### src/rtl/gost_28147_89_gamma.sv
// rtl/gost_28147_89_gamma.sv - GOST 28147-89 gamma (counter) mode controller driving an external block core
module gost_28147_89_gamma #(
    parameter logic [31:0] C1 = 32'h01010104,
    parameter logic [31:0] C2 = 32'h01010101
) (
    input  logic        clk,
    input  logic        rst,
    input  logic        iv_load,
    input  logic [63:0] iv,
    input  logic        in_valid,
    output logic        in_ready,
    input  logic [63:0] in_data,
    output logic        out_valid,
    input  logic        out_ready,
    output logic [63:0] out_data,
    output logic        core_load,
    output logic        core_mode,
    output logic [63:0] core_pdata,
    input  logic [63:0] core_cdata,
    input  logic        core_done
);

    localparam logic [2:0] S_IDLE  = 3'd0;
    localparam logic [2:0] S_INIT  = 3'd1;
    localparam logic [2:0] S_READY = 3'd2;
    localparam logic [2:0] S_STEP  = 3'd3;
    localparam logic [2:0] S_WAIT  = 3'd4;
    localparam logic [2:0] S_OUT   = 3'd5;

    logic [2:0]  state;
    logic [31:0] n3;
    logic [31:0] n4;
    logic [63:0] data_reg;
    logic        done_q;
    logic        done_edge;
    logic [31:0] n3_next;
    logic [31:0] n4_next;
    logic [32:0] n4_sum;

    assign core_mode = 1'b0;
    assign done_edge = core_done & ~done_q;

    // N4 steps modulo 2^32-1: fold the carry out of bit 31 back into bit 0
    always_comb begin
        n3_next = n3 + C2;
        n4_sum  = {1'b0, n4} + {1'b0, C1};
        n4_next = n4_sum[32] ? (n4_sum[31:0] + 32'd1) : n4_sum[31:0];
    end

    always_ff @(posedge clk or negedge rst) begin
        if (!rst) begin
            state      <= S_IDLE;
            n3         <= '0;
            n4         <= '0;
            data_reg   <= '0;
            done_q     <= 1'b0;
            in_ready   <= 1'b0;
            out_valid  <= 1'b0;
            out_data   <= '0;
            core_load  <= 1'b0;
            core_pdata <= '0;
        end else begin
            done_q    <= core_done;
            core_load <= 1'b0;
            in_ready  <= 1'b0;
            case (state)
                S_IDLE: begin
                    if (iv_load) begin
                        core_pdata <= iv;
                        core_load  <= 1'b1;
                        state      <= S_INIT;
                    end
                end
                S_INIT: begin
                    if (done_edge) begin
                        n4       <= core_cdata[63:32];
                        n3       <= core_cdata[31:0];
                        in_ready <= 1'b1;
                        state    <= S_READY;
                    end
                end
                S_READY: begin
                    // re-seeding wins over a simultaneously offered block
                    if (iv_load) begin
                        core_pdata <= iv;
                        core_load  <= 1'b1;
                        state      <= S_INIT;
                    end else if (in_valid) begin
                        data_reg   <= in_data;
                        n3         <= n3_next;
                        n4         <= n4_next;
                        core_pdata <= {n4_next, n3_next};
                        core_load  <= 1'b1;
                        state      <= S_STEP;
                    end else begin
                        in_ready <= 1'b1;
                    end
                end
                S_STEP: begin
                    state <= S_WAIT;
                end
                S_WAIT: begin
                    if (done_edge) begin
                        out_data  <= data_reg ^ core_cdata;
                        out_valid <= 1'b1;
                        state     <= S_OUT;
                    end
                end
                S_OUT: begin
                    if (out_ready) begin
                        out_valid <= 1'b0;
                        in_ready  <= 1'b1;
                        state     <= S_READY;
                    end
                end
                default: begin
                    state <= S_IDLE;
                end
            endcase
        end
    end

endmodule
### config.mk
export PLATFORM = sky130hd
export DESIGN_NAME = gost_28147_89_gamma
export DESIGN_NICKNAME = d
export VERILOG_FILES = /design/src/rtl/gost_28147_89_gamma.sv
export SDC_FILE = /design/constraint.sdc
export NUM_CORES = 1
export LEC_CHECK = 0
export BUFFER_PORTS_ARGS = -buffer_cell sky130_fd_sc_hd__buf_4
export CAP_MARGIN = 10
export CORE_ASPECT_RATIO = 0.6
export CORE_MARGIN = 4
export CORE_UTILIZATION = 54
export CTS_BUF_LIST = sky130_fd_sc_hd__clkbuf_4 sky130_fd_sc_hd__clkbuf_8 sky130_fd_sc_hd__clkbuf_16
export DETAILED_ROUTE_END_ITERATION = 16
export PLACE_DENSITY_LB_ADDON = 0.25
export REMOVE_ABC_BUFFERS = 1
export SYNTH_ARGS = -nofsm -noshare
export SYNTH_HDL_FRONTEND = slang
export SYNTH_SLANG_ARGS = --single-unit
### constraint.sdc
create_clock -name clk -period 3.15 [get_ports clk]
set_input_delay 0.4725 -clock clk [delete_from_list [all_inputs] [get_ports clk]]
set_output_delay 0.4725 -clock clk [all_outputs]
set_load 0.02 [all_outputs]
---- Word level (Yosys, flattened, before mapping) ----
Index checks and enable logic that the tools add are counted.
word-level totals
  bits in registers ....................... 263
  latch bits .............................. 0
  memory bits (writable) .................. 0
  ROM bits ................................ 0
  input port bits ......................... 198
  output and inout port bits .............. 132
  word-level logic and storage cells ...... 71
  memories ................................ 0
cells by class
  $add $sub $neg .......................... 3
  multiply operators ...................... 0
  div/mod/pow operators ................... 0
  order comparisons ....................... 0
  equal/unequal tests ..................... 12
  shift operators ......................... 0
  muxes and demuxes ....................... 32
  bitwise gates (word level) .............. 4
  reductions and logical operators ........ 10
operators with widths
  kind                                                  number
  two-way mux 32 bit                                    7
  two-way mux 64 bit                                    3
  one-hot mux 32 bit (2 select lines)                   2
  one-hot mux 64 bit (2 select lines)                   1
  bitwise XOR 64 bit                                    1
  adder 32 x 25 -> 33 bit (second input constant)       1
  adder 32 x 1 -> 32 bit (second input constant)        1
  adder 32 x 25 -> 32 bit (second input constant)       1
  two-way mux 3 bit                                     6
  one-hot mux 3 bit (6 select lines)                    1
  != test 2 bit (second input constant)                 6
  two-way mux 1 bit                                     9
  AND reduction 3 bit                                   3
  equality test 3 x 2 -> 1 bit (second input constant)  2
  equality test 3 bit (second input constant)           2
  nonzero test 2 bit                                    3
  AND reduction 5 bit                                   1
  one-hot mux 1 bit (2 select lines)                    2
  AND reduction 4 bit                                   1
  equality test 3 x 1 -> 1 bit (second input constant)  1
  zero test 3 bit                                       1
  != test 3 bit (second input constant)                 1
  one-hot mux 1 bit (3 select lines)                    1
  inverter 1 bit                                        2
  2 further kinds                                       2

---- Depth between registers and ports, before layout ----
Gate-level depths: netlist (run 1).
  word-level depth ........................ 6
  mapped depth ............................ 11
  mapped depth without buffers ............ 9

---- Least setup slack after synthesis (run 1) ----
No wires, ideal clock.
  kind .................................... reg-to-reg
  start ................................... reg n4[3]
  end ..................................... reg core_pdata[54]
  library setup time ...................... 133 ps
  data arrival time ....................... 2474 ps
  required time ........................... 3017 ps
  slack ................................... 543 ps
  cell stages (with the launch flop) ...... 10
  buffers on the path ..................... 0
  period minus slack after synthesis ...... 2607 ps
  path through ............................ dfrtp_1 > ha_1 > and3_1 > a21oi_1 > nor2_1 > xnor2_1 > nand3_4 > or3_1 > o31ai_1 > nor3_1
on the way
  cells in the longest elaborated chain, start to end .. 6
RTL lines
  item                                     RTL line  text
  start, declared                          32        logic [31:0] n4;
  start signal, assigned                   76        n4 <= core_cdata[63:32];
  start signal, assigned                   91        n4 <= n4_next;
  adder 32 x 25 -> 33 bit (*)              46        n4_sum = {1'b0, n4} + {1'b0, C1};
  adder 32 x 1 -> 32 bit                   47        n4_next = n4_sum[32] ? (n4_sum[31:0] + 32'd1) : n4_sum[31:0];
  two-way mux 32 bit (*)                   47
  two-way mux 64 bit (*)                   88        end else if (in_valid) begin
  two-way mux 64 bit (*)                   84        if (iv_load) begin
  one-hot mux 64 bit (2 select lines) (*)  66        case (state)
  end signal, assigned                     69        core_pdata <= iv;
  end signal, assigned                     85        core_pdata <= iv;
  end signal, assigned                     92        core_pdata <= {n4_next, n3_next};
  end, declared                            18        output logic [63:0] core_pdata,
Mark *: on every way between the ends. The rest lies on a longest branch, timed or not. The select of a mux whose other input is x is not followed.
A chain may end at the register's enable or synchronous reset.

---- Worst setup path after layout (run 1) ----
  start ................................... reg n4[9]
  end ..................................... reg n4[31]
on the way
  cells in the longest elaborated chain, start to end .. 6
RTL lines
  item                                     RTL line
  adder 32 x 25 -> 33 bit (*)              46
  adder 32 x 1 -> 32 bit                   47
  two-way mux 32 bit (*)                   47
  two-way mux 32 bit (*)                   88
  two-way mux 32 bit (*)                   84
  one-hot mux 32 bit (2 select lines) (*)  66
Marked as above.

==> results of run 1 <==
[cell usage in the layout, fill, tap and decap left out, types with 20 or more instances in the layout]
| cell type | count |
|---|---|
| buf_4 | 355 |
| nand2_1 | 326 |
| dfrtp_1 | 263 |
| nor2_1 | 162 |
| a21oi_1 | 147 |
| o21ai_0 | 123 |
| xnor2_1 | 102 |
| nand3_1 | 33 |
| a22oi_1 | 30 |
| and3_1 | 27 |
| clkbuf_16 | 25 |
| mux2i_1 | 22 |
| xor2_1 | 20 |
[critical path: cells and delay by family, from the launching register on]
family,cells,cell delay [ps]
AND/OR/NAND/NOR,4,1000
flip-flops,1,470
AO/OA/AOI/OAI,4,1210
[layout make-up]
class / count / area (um^2)
repair buffers: 362 / 2790
clock buffers: 33 / 704.4
flip-flops and latches: 263 / 6581
fillers: 1906 / 7286
inverters: 11 / 41.29
well taps: 322 / 402.9
clock inverters: 6 / 83.83
diodes: 1 / 2.502
multi-input cells: 1155 / 6331
[what timing repair did]
| action | CTS | global route |
|---|---|---|
| hold buffers | 1 | 0 |
| gates resized for setup | 0 | 3 |
| endpoints found under the setup margin | 0 | 11 |
| endpoints found under the hold margin | 48 | 0 |
[layer usage]
metal	part of all wire, %	track usage [%]
met4	2.0	6.819
met5	0	0
met3	8.3	6.436
met2	44	43.88
met1	46	43.42
[metrics by stage]
stage	instances	area (um^2)	util, %	total power (uW)
global placement	2112	16130	66.57	13610
global route	2152	16940	69.91	18050
floorplan	1429	12880	-	10740
CTS	2152	16920	69.87	16920
detailed placement	2112	16130	66.57	13870
finish	2153	16940	69.92	16900
[logic make-up after synthesis]
logic type | after synthesis
other cells | 1
buf+inv | 109
mux | 23
xor+xnor | 123
flops | 263
compound gates | 377
simple gates | 627
fa+ha+maj | 4
[power by group]
part / internal [uW] / switching (uW)
registers: 4990 / 1430
clock network: 1720 / 1270
logic: 3170 / 4310
[Yosys cell counts, types with 4 or more instances]
master	n
a21o_1	7
o2bb2ai_1	5
and3_1	27
ha_1	4
buf_6	4
nand2b_1	9
nor3_1	10
a21oi_1	149
clkbuf_1	77
nor3b_1	4
xnor2_1	102
or3_1	5
a22oi_1	30
nor4_1	4
nor2_1	165
and2_1	6
buf_1	7
mux2i_1	22
o21ai_0	123
buf_2	6
inv_1	11
nand2_1	327
o22ai_1	11
nand4_1	11
dfrtp_1	263
nand3_1	33
xor2_1	20
nor2b_1	5
a31oi_1	11
and4_1	5
[final timing paths]
kind	to	start
min	done_q	core_done
max in group asynchronous	n4[20]	rst
max reg2reg	n4[31]	n4[9]
min reg2reg	core_pdata[18]	core_pdata[18]
min in group asynchronous	out_data[58]	rst
max	n4[31]	n4[9]
==> reports/results.tsv, run 1 <==
stage	metric	value	unit
yosys	post-synthesis cell type count	72	
floorplan	Die Span X	210.7	um
global_routing	initial antenna violation count	0	
yosys	Synth Cell Area	13310	um^2
timing	relative slew slack	39.25	%
route	Remaining DRCs	0	
run	Max-Cap Viols	0	
critical_path	FF-to-FF setup slack	320	ps
route	antenna-violating nets left	0	
route	Post-Route WL	40.56	mm
critical_path	critical path endpoint category	flip-flop	
timing	Worst-Margin Slew	911.2	ps
timing	final setup violating endpoints	0	
clock_network	H-tree depth	1	
placement	IO Port Bufs	328	
yosys	Post-synth EDFFs	0	
yosys	flops & latches, synth	263	
yosys	post-synthesis mux area share	1.739	%
timing	final worst path period need	2828	ps
yosys	xor and xnor fraction of the mapped netlist area	8.148	%
run_status	outcome	complete, no violations	
timing	Max Fclk	0.3536	GHz
floorplan	Initial Util	54.96	%
critical_path	CP Launch Type	flip-flop	
worst_hold_path	Hold WC Path Type	input pin to flip-flop	
critical_path	Critical Path Fanout Max	9	
clock_network	CTS tree	yes	
placement	dpl hpwl	28.37	mm
yosys	Seq/Total Area, Yosys	49.44	%
floorplan	DIE HEIGHT	129.6	um
timing	Max Clock Skew	9.321	ps
yosys	largest family of logic cells by synthesized area	simple AND/OR/NAND/NOR gates	
critical_path	Setup CP Type	flip-flop to flip-flop	
finish	layout cells sized above 1	23.44	%
pwr	Peak VDD IR	0.4953	mV
clock_network	Clock Latency Late Sink	530	ps
clock_network	Post-CTS Setup Inserts	0	
timing	smallest hold slack	60.13	ps
timing	Hold Vio Cnt, Final	0	
route	Pre-antenna DRT Iters	7	
timing	total negative slack	0	ps
clock_network	Root Buffer	clkbuf_16	
critical_path	CP arrival	3210	ps
route	drt wl/cell	18.84	um
global_routing	first-pass GRT wire length	64.17	mm
pwr	Power per Cell Area	997.6	nW/um^2
clock_network	CTS Buf Count	25	
finish	Area Growth Syn to Fin	27.23	%
yosys	synthesized area per cell	8.718	um^2
critical_path	R2R cell count	8	
yosys	Cells after Synth	1527	
clock_network	Clk pin slew, worst setup/hold paths	60	ps
floorplan	Site Rows	44	
timing	fin worst setup slack	322.3	ps
yosys	Post-Synth Adder-Cell Area	0.3759	%
yosys	Synth top area share	49.44	%
global_routing	Congestion Overflow GR	0	
global_routing	largest net degree at the start of global routing	89	
critical_path	CP peak stage delay	710	ps
route	vias post-DR	12250	
critical_path	slowest cell on the critical path	a31oi_1	
yosys	post-synth top area cell	dfrtp_1	
timing	RSZ-0062 raised after global routing	false	
global_routing	vias in the first global route	12030	
yosys	top post-synthesis cells by area	dfrtp_1 (49%), nand2_1 (9.2%), xnor2_1 (6.7%), a21oi_1 (5.6%), nor2_1 (4.7%)	
yosys	fraction of registers with async set or reset after synthesis	100.0	%
placement	GP Congestion	0.9145	
yosys	top_reg_cell synth	dfrtp_1	
pwr	leak pwr	0.007943	uW
finish	nets	2020	
floorplan	die area	27310	um^2
critical_path	CP required	3530	ps
yosys	complex-gate fraction of the synthesized area	16.45	%
clock_network	CTS sink cnt	263	
yosys	warning count from the yosys run	0	
worst_hold_path	WHS Path Cells	1	
placement	DP Worst Slack	159.3	ps
route	Vias per Instance	5.688	
global_routing	Tot GR Track Use	29.10	%
route	Detailed Route Iter0 Violations	1096	
timing	Slew Viols, Final	0	
timing	crit share post-route	89.77	%
floorplan	io pins	330	
critical_path	worst path cell trace	and4_1 > and2_1 > a21o_1 > a31oi_1 > nor2_1 > and3_1 > a22oi_1 > o2bb2ai_1	
floorplan	core box area	24220	um^2
clock_network	Clock Path Buffers	3	
yosys	Post-Synth Simple-Gate Area	20.26	%
No activity file was read; power rests on OpenSTA's default activity.
==> run 2, diff against run 1 <==
ABC_AREA = 1   (was default)
CELL_PAD_IN_SITES_DETAIL_PLACEMENT = 0   (was default)
CELL_PAD_IN_SITES_GLOBAL_PLACEMENT = 1   (was default)
CORE_UTILIZATION = 40   (was 54)
==> reports/results.tsv, run 2 <==
stage	metric	value	unit	change
yosys	Cells after Synth	1665		+9.0%
pwr	Peak VDD IR	0.4660	mV	-5.9%
critical_path	delay-heaviest family, CP	simple AND/OR/NAND/NOR gates		
timing	final worst path period need	2716	ps	-111.2 ps
pwr	sw power	7651	uW	+9.1%
timing	relative slew slack	26.40	%	-13 points
pwr	cell internal pwr	10480	uW	+6.0%
route	Detailed Route Iter0 Violations	927		-15%
yosys	post-synth top area cell	dfrtp_1		
pwr	leak pwr	0.008489	uW	+6.9%
critical_path	Critical Path Fanout Max	5		-4
route	vias post-DR	12580		+2.8%
floorplan	core box area	33900	um^2	+40%
clock_network	Post-CTS Setup Inserts	0		unchanged
finish	commonest cells after routing, fill and taps aside	nand2_1 (410), buf_4 (341), dfrtp_1 (263)		
yosys	Post-synth EDFFs	0		unchanged
floorplan	Initial Util	40.80	%	-14 points
yosys	warning count from the yosys run	0		unchanged
floorplan	Site Rows	52		+18%
critical_path	CP Launch Type	flip-flop		
critical_path	Setup CP Type	flip-flop to flip-flop		
yosys	synthesized area per cell	8.307	um^2	-4.7%
placement	GP Congestion	0.9289		+1.6%
timing	smallest hold slack	38.06	ps	-22.07 ps
critical_path	CP peak stage delay	450	ps	-260 ps
run	Max-Cap Viols	0		unchanged
clock_network	Clk pin slew, worst setup/hold paths	70	ps	about the same
floorplan	DIE HEIGHT	152.0	um	+17%
yosys	flops & latches, synth	263		unchanged
clock_network	Clock Path Buffers	3		unchanged
clock_network	Clock Latency Late Sink	550	ps	+20 ps
yosys	Seq/Total Area, Yosys	47.58	%	-1.9 points
global_routing	first-pass GRT wire length	71.28	mm	+11%
yosys	Post-synth top cells	nand2_1 (413), dfrtp_1 (263), o21ai_0 (199)		
timing	RSZ-0062 raised after global routing	false		
critical_path	critical path endpoint category	flip-flop		
finish	non-filler cells, final	2444		+14%
global_routing	largest net degree at the start of global routing	80		-10%
finish	register area	6581	um^2	unchanged
timing	Worst-Margin Slew	1102	ps	+191.2 ps
pwr	switch share	42.20	%	+0.71 points
critical_path	slowest cell on the critical path	dfrtp_1		
clock_network	cts repair resizes	0		unchanged
clock_network	CTS sink cnt	263		unchanged
pwr	Power per Cell Area	1021	nW/um^2	+2.3%
finish	leading cell type in the layout, fill and taps excluded	nand2_1		
timing	total negative slack	0	ps	unchanged
timing	final setup violating endpoints	0		unchanged
route	Remaining DRCs	0		unchanged
finish	Final Util	52.41	%	-18 points
critical_path	crit path buf inv count	0		unchanged
route	Post-Route WL	45.32	mm	+12%
yosys	Synth top area share	47.58	%	-1.9 points
floorplan	Die Span X	248.1	um	+18%
clock_network	Root Buffer	clkbuf_16		
yosys	post-synthesis cell type count	49		-32%
timing	Max Clock Skew	12.56	ps	+3.238 ps
pwr	Clock Power Share	19.8	%	+2.1 points
clock_network	CTS tree	yes		
run_status	outcome	complete, no violations		
critical_path	crit-path most repeated cell	nand2_1		
worst_hold_path	Hold WC Path Type	input pin to flip-flop		
timing	Hold Vio Cnt, Final	0		unchanged
clock_network	hold_buf cts	1		unchanged
placement	IO Port Bufs	328		unchanged
route	antenna-violating nets left	0		unchanged
timing	Max Fclk	0.3681	GHz	+4.1%
critical_path	CP arrival	3160	ps	-50 ps
timing	Slew Viols, Final	0		unchanged
route	Vias per Instance	5.149		-9.5%
yosys	top_reg_cell synth	dfrtp_1		
global_routing	initial antenna violation count	2		+2
yosys	Synth Cell Area	13830	um^2	+3.9%
yosys	most common cell in the synthesized netlist	nand2_1		
pwr	Logic pwr share	45.7	%	+1.4 points
placement	dpl hpwl	32.84	mm	+16%
finish	nets	2167		+7.3%
clock_network	H-tree depth	1		unchanged
pwr	sequential share of power	34.5	%	-3.5 points
route	Pre-antenna DRT Iters	6		-1
yosys	fraction of registers with async set or reset after synthesis	100.0	%	unchanged
critical_path	worst path cell trace	ha_1 > nand3_1 > nor2_2 > nand2_1 > nand2_1 > nand2_2 > nor2_2 > nand3_2 > nor2_4 > nand2_4 > nor2_2 > xor2_1 > nand2_1 > nand2_1 > nand2_1		
global_routing	Congestion Overflow GR	0		unchanged
yosys	top post-synthesis cells by area	dfrtp_1 (48%), nand2_1 (11%), o21ai_0 (7.2%), mux2_2 (5.2%), xnor2_1 (4.6%)		
route	drt wl/cell	18.54	um	-1.6%
critical_path	CP required	3590	ps	+60 ps
global_routing	vias in the first global route	12210		+1.6%
placement	Cells after DPL	2394		+13%
finish	Multi-input gate area	6518	um^2	+2.9%
finish	Area Growth Syn to Fin	28.44	%	
finish	Fillers	3271		+72%
finish	layout cells sized above 1	25.81	%	+2.4 points
clock_network	CTS Buf Count	27		+8.0%
floorplan	die area	37710	um^2	+38%
timing	crit share post-route	86.24	%	-3.5 points
global_routing	Tot GR Track Use	23.65	%	-5.4 points
floorplan	io pins	330		unchanged
==> run 2: changes by cell type after synthesis, sizes merged, moves of 23 or more <==
cell / delta
nand3: +40
a21oi: -135
nand2: +99
o21ai: +92
mux2: +63
clkbuf: -23
and3: -27
xnor2: -30
inv: +105
a22oi: -29
==> run 2: cells by family after synthesis <==
group,share of synthesized area [%]
other,0.02711
XOR/XNOR,6.966
adder cells (fa/ha/maj),0.3619
multiplexers,5.211
AO/OA/AOI/OAI,12.83
buffers and inverters,5.509
flip-flops,47.58
AND/OR/NAND/NOR,21.51
==> run 2: worst paths after layout <==
kind | end | cells past startpoint | start | slack, ps
setup / recovery | n4[18] | 15 | n4[2] | 430
hold / removal | done_q | 1 | core_done | 40
setup reg to reg | n4[18] | 15 | n4[2] | 430
hold reg to reg | core_pdata[62] | 2 | core_pdata[62] | 480
max in group asynchronous | core_pdata[15] | 3 | rst | 1820
min in group asynchronous | data_reg[51] | 2 | rst | 490
==> run 2: worst register-to-register path, delay by kind of cell, from the launching register on <==
family        cells  cell delay (ps)
xor+xnor          1              260
fa+ha+maj         1              260
flops             1              450
simple gates     13             1650
==> run 2: cell type report <==
cell class              instances  share of cell area [%]
flip-flops and latches        263                   37.05
multi-input cells            1209                   36.69
repair buffers                347                   15.00
clock buffers                  40                   4.599
well taps                     459                   3.233
inverters                     117                   2.486
clock inverters                 8                  0.9297
diodes                          1                 0.01409
==> run 2: power by group through the flow <==
stage	logic, uW	clock network [uW]	registers, uW
after floorplan	4220	0	7000
after global placement	8220	0	6230
after detailed placement	8310	0	6290
after CTS	8330	3670	6250
after global routing	9140	3810	6480
final	8280	3590	6260
==> run 2: layer usage <==
layer / up-vias / routed length [um] / track usage (%) / part of all wire (%)
met5: - / 20 / 0 / 0.044
met4: 2 / 895 / 4.428 / 2.0
met3: 50 / 3328 / 4.686 / 7.3
met2: 408 / 18510 / 33.52 / 41
met1: 6043 / 22570 / 37.45 / 50
li1: 6081 / - / - / -
==> run 2: stage by stage <==
stage	total power, uW	setup slack [ps]	instance area, um^2
CTS	18250	470.8	17760
detailed placement	14600	474.2	16770
global route	19430	188.2	17760
floorplan	11220	-2128	13510
global placement	14450	507.1	16770
finish	18130	433.6	17760
